## src/rtl/noc_packet_arbiter_if.sv

```systemverilog
// noc_packet_arbiter_if: flit/last/valid/ready bundle that connects INPUTS
// requesters and one shared output link channel to the packet arbiter.
interface noc_packet_arbiter_if #(
    parameter int FLIT_WIDTH = 32,
    parameter int INPUTS     = 4
);
    logic [INPUTS-1:0][FLIT_WIDTH-1:0] in_flit;
    logic [INPUTS-1:0]                 in_last;
    logic [INPUTS-1:0]                 in_valid;
    logic [INPUTS-1:0]                 in_ready;
    logic [FLIT_WIDTH-1:0]             out_flit;
    logic                              out_last;
    logic                              out_valid;
    logic                              out_ready;

    // Arbiter side: consumes requester flits, drives the shared link
    modport master (
        input  in_flit,
        input  in_last,
        input  in_valid,
        input  out_ready,
        output in_ready,
        output out_flit,
        output out_last,
        output out_valid
    );

    // Environment side: requesters plus the downstream link
    modport slave (
        output in_flit,
        output in_last,
        output in_valid,
        output out_ready,
        input  in_ready,
        input  out_flit,
        input  out_last,
        input  out_valid
    );
endinterface

```

## src/rtl/noc_packet_arbiter.sv

```systemverilog
// noc_packet_arbiter: round-robin, packet-locked arbiter sharing one NoC link
// channel between INPUTS requesters, with a sticky over-length packet flag.
// Optional macro NOC_ARB_PRIO_EN gives port 0 priority at every arbitration
// point (except its own last-flit re-arbitration); ports 1..INPUTS-1 then
// round-robin among themselves.
module noc_packet_arbiter #(
    parameter int FLIT_WIDTH  = 32,
    parameter int INPUTS      = 4,
    parameter int MAX_PKT_LEN = 8
) (
    input  logic                     clk,
    input  logic                     rst_n,
    noc_packet_arbiter_if.master     bus,
    input  logic                     err_clr_i,
    output logic [INPUTS-1:0]        grant_o,
    output logic                     busy_o,
    output logic                     err_len_o
);

    localparam int PTR_W = (INPUTS > 1) ? $clog2(INPUTS) : 1;
    localparam int CNT_W = $clog2(MAX_PKT_LEN + 1);
    localparam logic [CNT_W-1:0] CNT_MAX = CNT_W'(MAX_PKT_LEN);
    localparam logic [CNT_W-1:0] CNT_ERR = CNT_W'(MAX_PKT_LEN - 1);

    typedef enum logic {
        IDLE,
        BUSY
    } state_e;

    state_e              state_q;
    logic [INPUTS-1:0]   grant_q;
    logic [PTR_W-1:0]    ptr_q;
    logic [CNT_W-1:0]    flitCnt_q;
    logic [CNT_W-1:0]    flitCnt_d;
    logic                errLen_q;
    logic                errLen_d;

    logic [PTR_W-1:0]      ownerIdx;
    logic [PTR_W-1:0]      ptrNext;
    logic [INPUTS-1:0]     pickIdle;
    logic [INPUTS-1:0]     pickNext;
    logic [FLIT_WIDTH-1:0] outFlit;
    logic                  outLast;
    logic                  outValid;
    logic [INPUTS-1:0]     inReady;
    logic                  xfer;

    // First requester after position 'last', wrapping modulo INPUTS; the
    // port at 'last' itself is looked at only as the final candidate.
    function automatic logic [INPUTS-1:0] rrPick(input logic [INPUTS-1:0] req,
                                                 input logic [PTR_W-1:0]  last);
        logic [INPUTS-1:0] pick;
        logic [PTR_W-1:0]  sel;
        int                idx;
        pick = '0;
        for (int k = 1; k <= INPUTS; k++) begin
            idx = (int'(last) + k) % INPUTS;
            sel = PTR_W'(idx);
            if (pick == '0 && req[sel]) begin
                pick[sel] = 1'b1;
            end
        end
        return pick;
    endfunction

    // Encode the one-hot owner into an index for the data mux and pointer
    always_comb begin
        ownerIdx = '0;
        for (int i = 0; i < INPUTS; i++) begin
            if (grant_q[i]) begin
                ownerIdx = PTR_W'(i);
            end
        end
    end

    // Arbitration candidates for the IDLE pick and the last-flit hand-over
`ifdef NOC_ARB_PRIO_EN
    localparam logic [INPUTS-1:0] PORT0 = INPUTS'(1);
    always_comb begin
        ptrNext  = grant_q[0] ? ptr_q : ownerIdx;
        pickIdle = bus.in_valid[0] ? PORT0
                                   : rrPick(bus.in_valid & ~PORT0, ptr_q);
        pickNext = (bus.in_valid[0] && !grant_q[0]) ? PORT0
                   : rrPick(bus.in_valid & ~grant_q & ~PORT0, ptrNext);
    end
`else
    always_comb begin
        ptrNext  = ownerIdx;
        pickIdle = rrPick(bus.in_valid, ptr_q);
        pickNext = rrPick(bus.in_valid & ~grant_q, ptrNext);
    end
`endif

    // Forward the owner's channel combinationally while a packet is locked
    always_comb begin
        outFlit  = {FLIT_WIDTH{1'b0}};
        outLast  = 1'b0;
        outValid = 1'b0;
        inReady  = '0;
        if (state_q == BUSY) begin
            outFlit  = bus.in_flit[ownerIdx];
            outLast  = bus.in_last[ownerIdx];
            outValid = bus.in_valid[ownerIdx];
            inReady  = grant_q & {INPUTS{bus.out_ready}};
        end
    end

    assign xfer          = outValid && bus.out_ready;
    assign bus.out_flit  = outFlit;
    assign bus.out_last  = outLast;
    assign bus.out_valid = outValid;
    assign bus.in_ready  = inReady;

    // Saturating flit count and sticky length flag (a new set beats a clear)
    always_comb begin
        flitCnt_d = (flitCnt_q == CNT_MAX) ? flitCnt_q : flitCnt_q + CNT_W'(1);
        errLen_d  = errLen_q;
        if (xfer && !outLast && flitCnt_q == CNT_ERR) begin
            errLen_d = 1'b1;
        end else if (err_clr_i) begin
            errLen_d = 1'b0;
        end
    end

    // Arbiter FSM: lock a requester until its last flit, then hand over
    always_ff @(posedge clk or negedge rst_n) begin
        if (!rst_n) begin
            state_q   <= IDLE;
            grant_q   <= '0;
            ptr_q     <= PTR_W'(INPUTS - 1);
            flitCnt_q <= '0;
            errLen_q  <= 1'b0;
        end else begin
            errLen_q <= errLen_d;
            case (state_q)
                IDLE: begin
                    if (|bus.in_valid) begin
                        grant_q   <= pickIdle;
                        flitCnt_q <= '0;
                        state_q   <= BUSY;
                    end
                end
                BUSY: begin
                    if (xfer) begin
                        if (outLast) begin
                            ptr_q     <= ptrNext;
                            flitCnt_q <= '0;
                            grant_q   <= pickNext;
                            if (pickNext == '0) begin
                                state_q <= IDLE;
                            end
                        end else begin
                            flitCnt_q <= flitCnt_d;
                        end
                    end
                end
                default: begin
                    state_q <= IDLE;
                    grant_q <= '0;
                end
            endcase
        end
    end

    assign grant_o   = grant_q;
    assign busy_o    = (state_q == BUSY);
    assign err_len_o = errLen_q;

endmodule
```

## src/flat_wrapper.sv

```systemverilog
// flat-port wrapper written by rule: the top's interface ports become plain ports
module noc_packet_arbiter_flat 
#(
    parameter int FLIT_WIDTH  = 32,
    parameter int INPUTS      = 4,
    parameter int MAX_PKT_LEN = 8
)
  (clk, rst_n, err_clr_i, grant_o, busy_o, err_len_o, bus_in_flit, bus_in_last, bus_in_valid, bus_out_ready, bus_in_ready, bus_out_flit, bus_out_last, bus_out_valid);
  noc_packet_arbiter_if #(.FLIT_WIDTH(FLIT_WIDTH), .INPUTS(INPUTS)) bus_i ();
  input  logic clk;
  input  logic rst_n;
  input  logic err_clr_i;
  output logic [INPUTS-1:0] grant_o;
  output logic busy_o;
  output logic err_len_o;
  input wire logic [$bits(bus_i.in_flit)-1:0] bus_in_flit;
  input wire logic [$bits(bus_i.in_last)-1:0] bus_in_last;
  input wire logic [$bits(bus_i.in_valid)-1:0] bus_in_valid;
  input wire logic [$bits(bus_i.out_ready)-1:0] bus_out_ready;
  output wire logic [$bits(bus_i.in_ready)-1:0] bus_in_ready;
  output wire logic [$bits(bus_i.out_flit)-1:0] bus_out_flit;
  output wire logic [$bits(bus_i.out_last)-1:0] bus_out_last;
  output wire logic [$bits(bus_i.out_valid)-1:0] bus_out_valid;
  assign bus_i.in_flit = bus_in_flit;
  assign bus_i.in_last = bus_in_last;
  assign bus_i.in_valid = bus_in_valid;
  assign bus_i.out_ready = bus_out_ready;
  assign bus_in_ready = bus_i.in_ready;
  assign bus_out_flit = bus_i.out_flit;
  assign bus_out_last = bus_i.out_last;
  assign bus_out_valid = bus_i.out_valid;
  noc_packet_arbiter #(.FLIT_WIDTH(FLIT_WIDTH), .INPUTS(INPUTS), .MAX_PKT_LEN(MAX_PKT_LEN)) u_core (.clk(clk), .rst_n(rst_n), .bus(bus_i), .err_clr_i(err_clr_i), .grant_o(grant_o), .busy_o(busy_o), .err_len_o(err_len_o));
endmodule
```

## config.mk

```make
export PLATFORM = sky130hd
export DESIGN_NAME = noc_packet_arbiter_flat
export DESIGN_NICKNAME = d
export VERILOG_FILES = /design/src/rtl/noc_packet_arbiter_if.sv /design/src/rtl/noc_packet_arbiter.sv /design/src/flat_wrapper.sv
export SDC_FILE = /design/constraint.sdc
export NUM_CORES = 1
export LEC_CHECK = 0
export ABC_AREA = 1
export BUFFER_PORTS_ARGS = -buffer_cell sky130_fd_sc_hd__buf_4
export CORE_ASPECT_RATIO = 1.4
export CORE_MARGIN = 1.5
export CORE_UTILIZATION = 41
export DETAILED_ROUTE_END_ITERATION = 6
export PLACE_DENSITY = 0.85
export SYNTH_ARGS = -nofsm -noshare
export SYNTH_HDL_FRONTEND = slang
export SYNTH_SLANG_ARGS = --single-unit
```

## constraint.sdc

```tcl
create_clock -name clk -period 3.1 [get_ports clk]
set_clock_uncertainty 0.15 [all_clocks]
set_input_delay 0.31 -clock clk [delete_from_list [all_inputs] [get_ports clk]]
set_output_delay 0.31 -clock clk [all_outputs]
set_load 0.1 [all_outputs]
```

==> results of run 1 <==
[cell usage in the layout (no fill, tap or decap), types with 2 or more instances in the layout]
cell type	n
nor2_1	17
buf_4	189
o21ai_0	9
nor2_2	41
a21oi_1	8
ha_1	14
nand2_2	9
inv_2	9
nor2_4	4
nor3_1	2
dfstp_2	2
nand3b_1	2
nor3_2	2
nand2_4	4
nand2_1	60
inv_1	30
nand3_1	35
nand3_2	4
dfrtp_2	4
clkbuf_8	3
a22o_1	31
dfrtp_1	6
a221oi_1	30
a31oi_4	2
o21ai_1	8
[flip-flops by register name (all words and copies together) (netlist names)]
signal and count:
u_core.grant_o 4, u_core.flitCnt_q 4, u_core.err_len_o 1, u_core.ptr_q 2
u_core.busy_o 1
[how the worst min path moves through the flow]
stage	to	cells after the start
floorplan	u_core.busy_o	0
global placement	u_core.flitCnt_q[1]	1
detailed placement	u_core.err_len_o	1
CTS	u_core.err_len_o	2
global route	u_core.err_len_o	2
finish	u_core.err_len_o	2
[layer usage]
layer | GRT usage, % | up-vias | part of all wire [%]
met1 | 40.5 | 1563 | 36
met2 | 56.3 | 200 | 47
met4 | 17.9 | 0 | 4.9
met5 | 0 | - | 0
met3 | 8.83 | 39 | 11
li1 | - | 1639 | -
[cell families (layout without fill, tap and decap cells)]
family | count (synthesis) | in the layout | synth area share (%)
AND/OR/NAND/NOR | 182 | 182 | 37.7
adder cells (fa/ha/maj) | 14 | 14 | 7.51
flip-flops | 12 | 12 | 13.0
buffers and inverters | 58 | 234 | 9.55
AO/OA/AOI/OAI | 96 | 96 | 32.2
[what timing repair did]
| item | in CTS | in global routing |
|---|---|---|
| gates resized for setup | 0 | 2 |
| endpoints found under the setup margin | 0 | 1 |
| hold buffers | 1 | 0 |
| endpoints found under the hold margin | 12 | 0 |
[through the flow]
step | util (%) | cells
6_report | 72.2 | 606
5_1_grt | 72.2 | 606
4_1_cts | 72.1 | 606
3_5_place_dp | 71.1 | 601
3_3_place_gp | 71.1 | 601
2_1_floorplan | - | 362
[cell type report]
cell class / instances / area (um2) / area share [%]
Inverter: 39 / 146 / 3.70
Tap cell: 68 / 85.1 / 2.15
Clock buffer: 4 / 45.0 / 1.14
Multi-Input combinational cell: 292 / 1930 / 48.7
Timing Repair Buffer: 191 / 1450 / 36.6
Sequential cell: 12 / 308 / 7.77
==> reports/metrics.yaml, run 1 <==
async_flop_share_pct: 100
final_hold_viol_count: 0
slowest_stage: "dfstp_2"
drc_errors: 0
dpl_cell_area_um2: 3900
path_buf_inv: 1
grt_pass1_vias: 3376
cts-htree-levels: 1
antenna_found_initial: 0
yosysTopAreaCell: "a22o_1"
n_antenna_cell: 0
timing.rr.end: "u_core.grant_o[2]"
post-dp-hpwl_mm: 8.79
maxCapViolations: 0
syn_area_um2: 2330
start_util_pct: 42.5
cts_buffers: 3
synth_edf_count: 0
yosys_warnings: 0
crit_family: "simple AND/OR/NAND/NOR gates"
portBuffers: 183
vias: 3441
die_height_um: 92.2
relSlewSlack_pct: 64.5
fin_ws_ns: 0.281
totalWireLength_mm: 10.9
drtIter0Drc: 248
outcome: "finished, final reports clean"
min_period_ns: 2.82
row_count: 32
nNetsFinal: 693
setup_viol: 0
synth_top_area_share_pct: 11.6
r2r_cells: 14
critPathRequiredTime_ns: 3.08
grt_usage_pct: 34.4
worstMarginPinSlew_ns: 0.532
cts_tree: "done"
cts.sinks: 12
synth_cell_types: 35
cts_setup_buffers: 0
end_kind: "flop"
die_w_um: 66.7
first_pass_iters: 4
root_buffer: "clkbuf_8"
clk_latency_ns: 0.24
ys_seq_elements: 12
fin_crit_sh_pct: 90.9
fin_setup_tns_ns: 0
stdcell_area_um2: 3960
crit_arrival_ns: 2.80
place_worst_setup_slack_ns: 0.232
antenna_left: 0
critical_path_class: "flop to flop"
holdCritPathClass: "primary input to flop"
startpoint_type: "flop"
syn_nets: 516
clk_path_buf_depth: 2
min_from: "err_clr_i"
layout-drive-gt1-share_pct: 51.7
clk_transition_reported_paths_ns: 0.05
synth_commonest_cells: "nand2_1 (60), nor2_1 (51), nand3_1 (35), a22o_1 (31), inv_1 (31)"
fmax_ghz: 0.355
whs_ns: 0.108
overflow: 0
synth_most_common_cell: "nand2_1"
die_area_um2: 6150
place.gp.congestion: 0.970
synthTopCellsByArea: "a22o_1 (12%), a221oi_1 (11%), dfrtp_1 (11%), nand2_1 (9.7%), nor2_1 (8.2%)"
grt_max_degree: 39
startpoint: "u_core.ptr_q[0]"
path_cells: "inv_2 > ha_1 > o21ai_2 > o31ai_1 > nand3_1 > nand3b_1 > nor2_2 > nand3_1 > nand3_1 > nor2_2 > nand3_1 > nand3b_1 > nand3_1 > nand2_1"
routedWlPerCell_um: 18.0
reg2reg_slack_ns: 0.28
rsz0062_at_grt: "false"
ys_seq_area_share_pct: 13.0
grt_first_pass_wirelength_mm: 16.5
syn2layout_area_growth_pct: 69.9
cp.depth: 14
critical_path.max_fanout: 11
ios: 184
core_area_um2: 5490
synth_flop_cell: "dfrtp_1"
synthCells: 362
viasPerCell: 5.68
synth_area_per_cell_um2: 6.44
endpoint: "u_core.grant_o[2]"
reg2reg_from: "u_core.ptr_q[0]"
slew_viol_final: 0
critical-path-max-stage-delay_ns: 0.65
fillers: 472
crit_top_cell: "nand3_1"
Power of run 1 is left out: the tool's default activity adds up to more than one toggle a clock period on the data nets, which glitch-free logic cannot reach.
==> inputs of run 2 (changes only) <==
--- a/config.mk
+++ b/config.mk
@@ -11,6 +11,8 @@
 export CORE_MARGIN = 1.5
 export CORE_UTILIZATION = 41
 export DETAILED_ROUTE_END_ITERATION = 6
+export GPL_TIMING_DRIVEN = 1
+export MAX_ROUTING_LAYER = met4
 export PLACE_DENSITY = 0.85
 export SYNTH_ARGS = -nofsm -noshare
 export SYNTH_HDL_FRONTEND = slang
==> reports/metrics.yaml, run 2 (same netlist as run 1, synthesis figures left out) <==
portBuffers: 183
antenna_left: 0
die_w_um: 66.7
drc_errors: 0
drtIter0Drc: 185
layout-drive-gt1-share_pct: 51.7
cts_buffers: 3
grt_pass1_vias: 3216
path_buf_inv: 1
root_buffer: "clkbuf_8"
place_worst_setup_slack_ns: 0.256
core_area_um2: 5490
clk_path_buf_depth: 2
place.gp.congestion: 1.05
cts-htree-levels: 1
end_kind: "flop"
clk_transition_reported_paths_ns: 0.06
min_period_ns: 2.82
crit_arrival_ns: 2.80
relSlewSlack_pct: 64.3
vias: 3475
totalWireLength_mm: 10.6
critical_path.max_fanout: 7
holdCritPathClass: "primary input to flop"
overflow: 0
nNetsFinal: 695
viasPerCell: 5.72
fin_setup_tns_ns: 0
final_hold_viol_count: 0
fin_crit_sh_pct: 90.9
fmax_ghz: 0.355
fin_ws_ns: 0.283
critical_path_class: "flop to flop"
first_pass_iters: 4
cts.sinks: 12
grt_first_pass_wirelength_mm: 16.0
crit_family: "simple AND/OR/NAND/NOR gates"
antenna_found_initial: 0
grt-busiest-layer: "met2"
post-dp-hpwl_mm: 8.68
slowest_stage: "dfstp_2"
cts_tree: "done"
die_area_um2: 6150
slew_viol_final: 0
outcome: "finished, final reports clean"
final_common_cell: "buf_4"
syn2layout_area_growth_pct: 70.3
routedWlPerCell_um: 17.5
path_cells: "inv_1 > ha_1 > o21ai_2 > o31ai_1 > nand3_1 > nand3b_1 > nor2_1 > nand3_1 > nand3_1 > nor2_2 > nand3_1 > nand3b_1 > nand3_1 > nand2_1"
worstMarginPinSlew_ns: 0.535
start_util_pct: 42.5
utilization_pct: 72.4
grt_max_degree: 39
maxCapViolations: 0
use_met1_pct: 39.7
grtUsageMet2_pct: 55.5
clk_latency_ns: 0.25
fillers: 465
critPathRequiredTime_ns: 3.08
ios: 184
grt.met3_usage_pct: 9.69
n_antenna_cell: 0
row_count: 32
rsz0062_at_grt: "false"
grt_usage_pct: 34.0
startpoint_type: "flop"
critical-path-max-stage-delay_ns: 0.59
final_cell_mix: "buf_4 (192), nand2_1 (60), nor2_2 (39)"
crit_top_cell: "nand3_1"
setup_viol: 0
die_height_um: 92.2
## run 2: cell types whose count changed in the layout (fill, tap and decap cells not counted)
cell,delta
buf_4,+3
nor2_1,+2
nor2_2,-2
buf_12,-1
clkbuf_1,-1
clkbuf_8,+1
## run 2: through the flow
step,hold WS (ns),cells,instance area [um2]
5_1_grt,0.120,608,3970
3_5_place_dp,0.00992,601,3890
6_report,0.106,608,3970
2_1_floorplan,-0.136,362,2450
4_1_cts,0.105,606,3950
3_3_place_gp,0.00835,601,3890
## run 2: repair_timing
| item | CTS | global route |
|---|---|---|
| hold buffers | 1 | 0 |
| endpoints found under the hold margin | 12 | 0 |
| resized for setup | 0 | 0 |
| buffers inserted | 0 | 2 |
| endpoints found under the setup margin | 0 | 1 |
## run 2: final cells by class
cell class,instances,area (um2),share of cell area (%)
inverters,39,146,3.69
well taps,68,85.1,2.14
multi-input cells,292,1920,48.5
repair buffers,193,1450,36.6
clock buffers,4,55.1,1.39
flip-flops and latches,12,308,7.76
## run 2: path summary, 6_finish.rpt
check	start	end	slack (ns)	depth (start not counted)
worst max-delay path	u_core.ptr_q[1]	u_core.grant_o[2]	0.28	14
worst min-delay path	err_clr_i	u_core.err_len_o	0.11	2
worst max register to register	u_core.ptr_q[1]	u_core.grant_o[2]	0.28	14
worst min register to register	u_core.err_len_o	u_core.err_len_o	0.39	2
max in group asynchronous	rst_n	u_core.ptr_q[0]	2.27	2
min in group asynchronous	rst_n	u_core.grant_o[2]	0.30	2
## run 2: layer usage
layer	up-vias	wire (um)
li1	1643	-
met1	1633	4030
met2	180	5210
met3	19	1130
met4	0	277
met5	-	0
Power of run 2 is left out for the same reason.
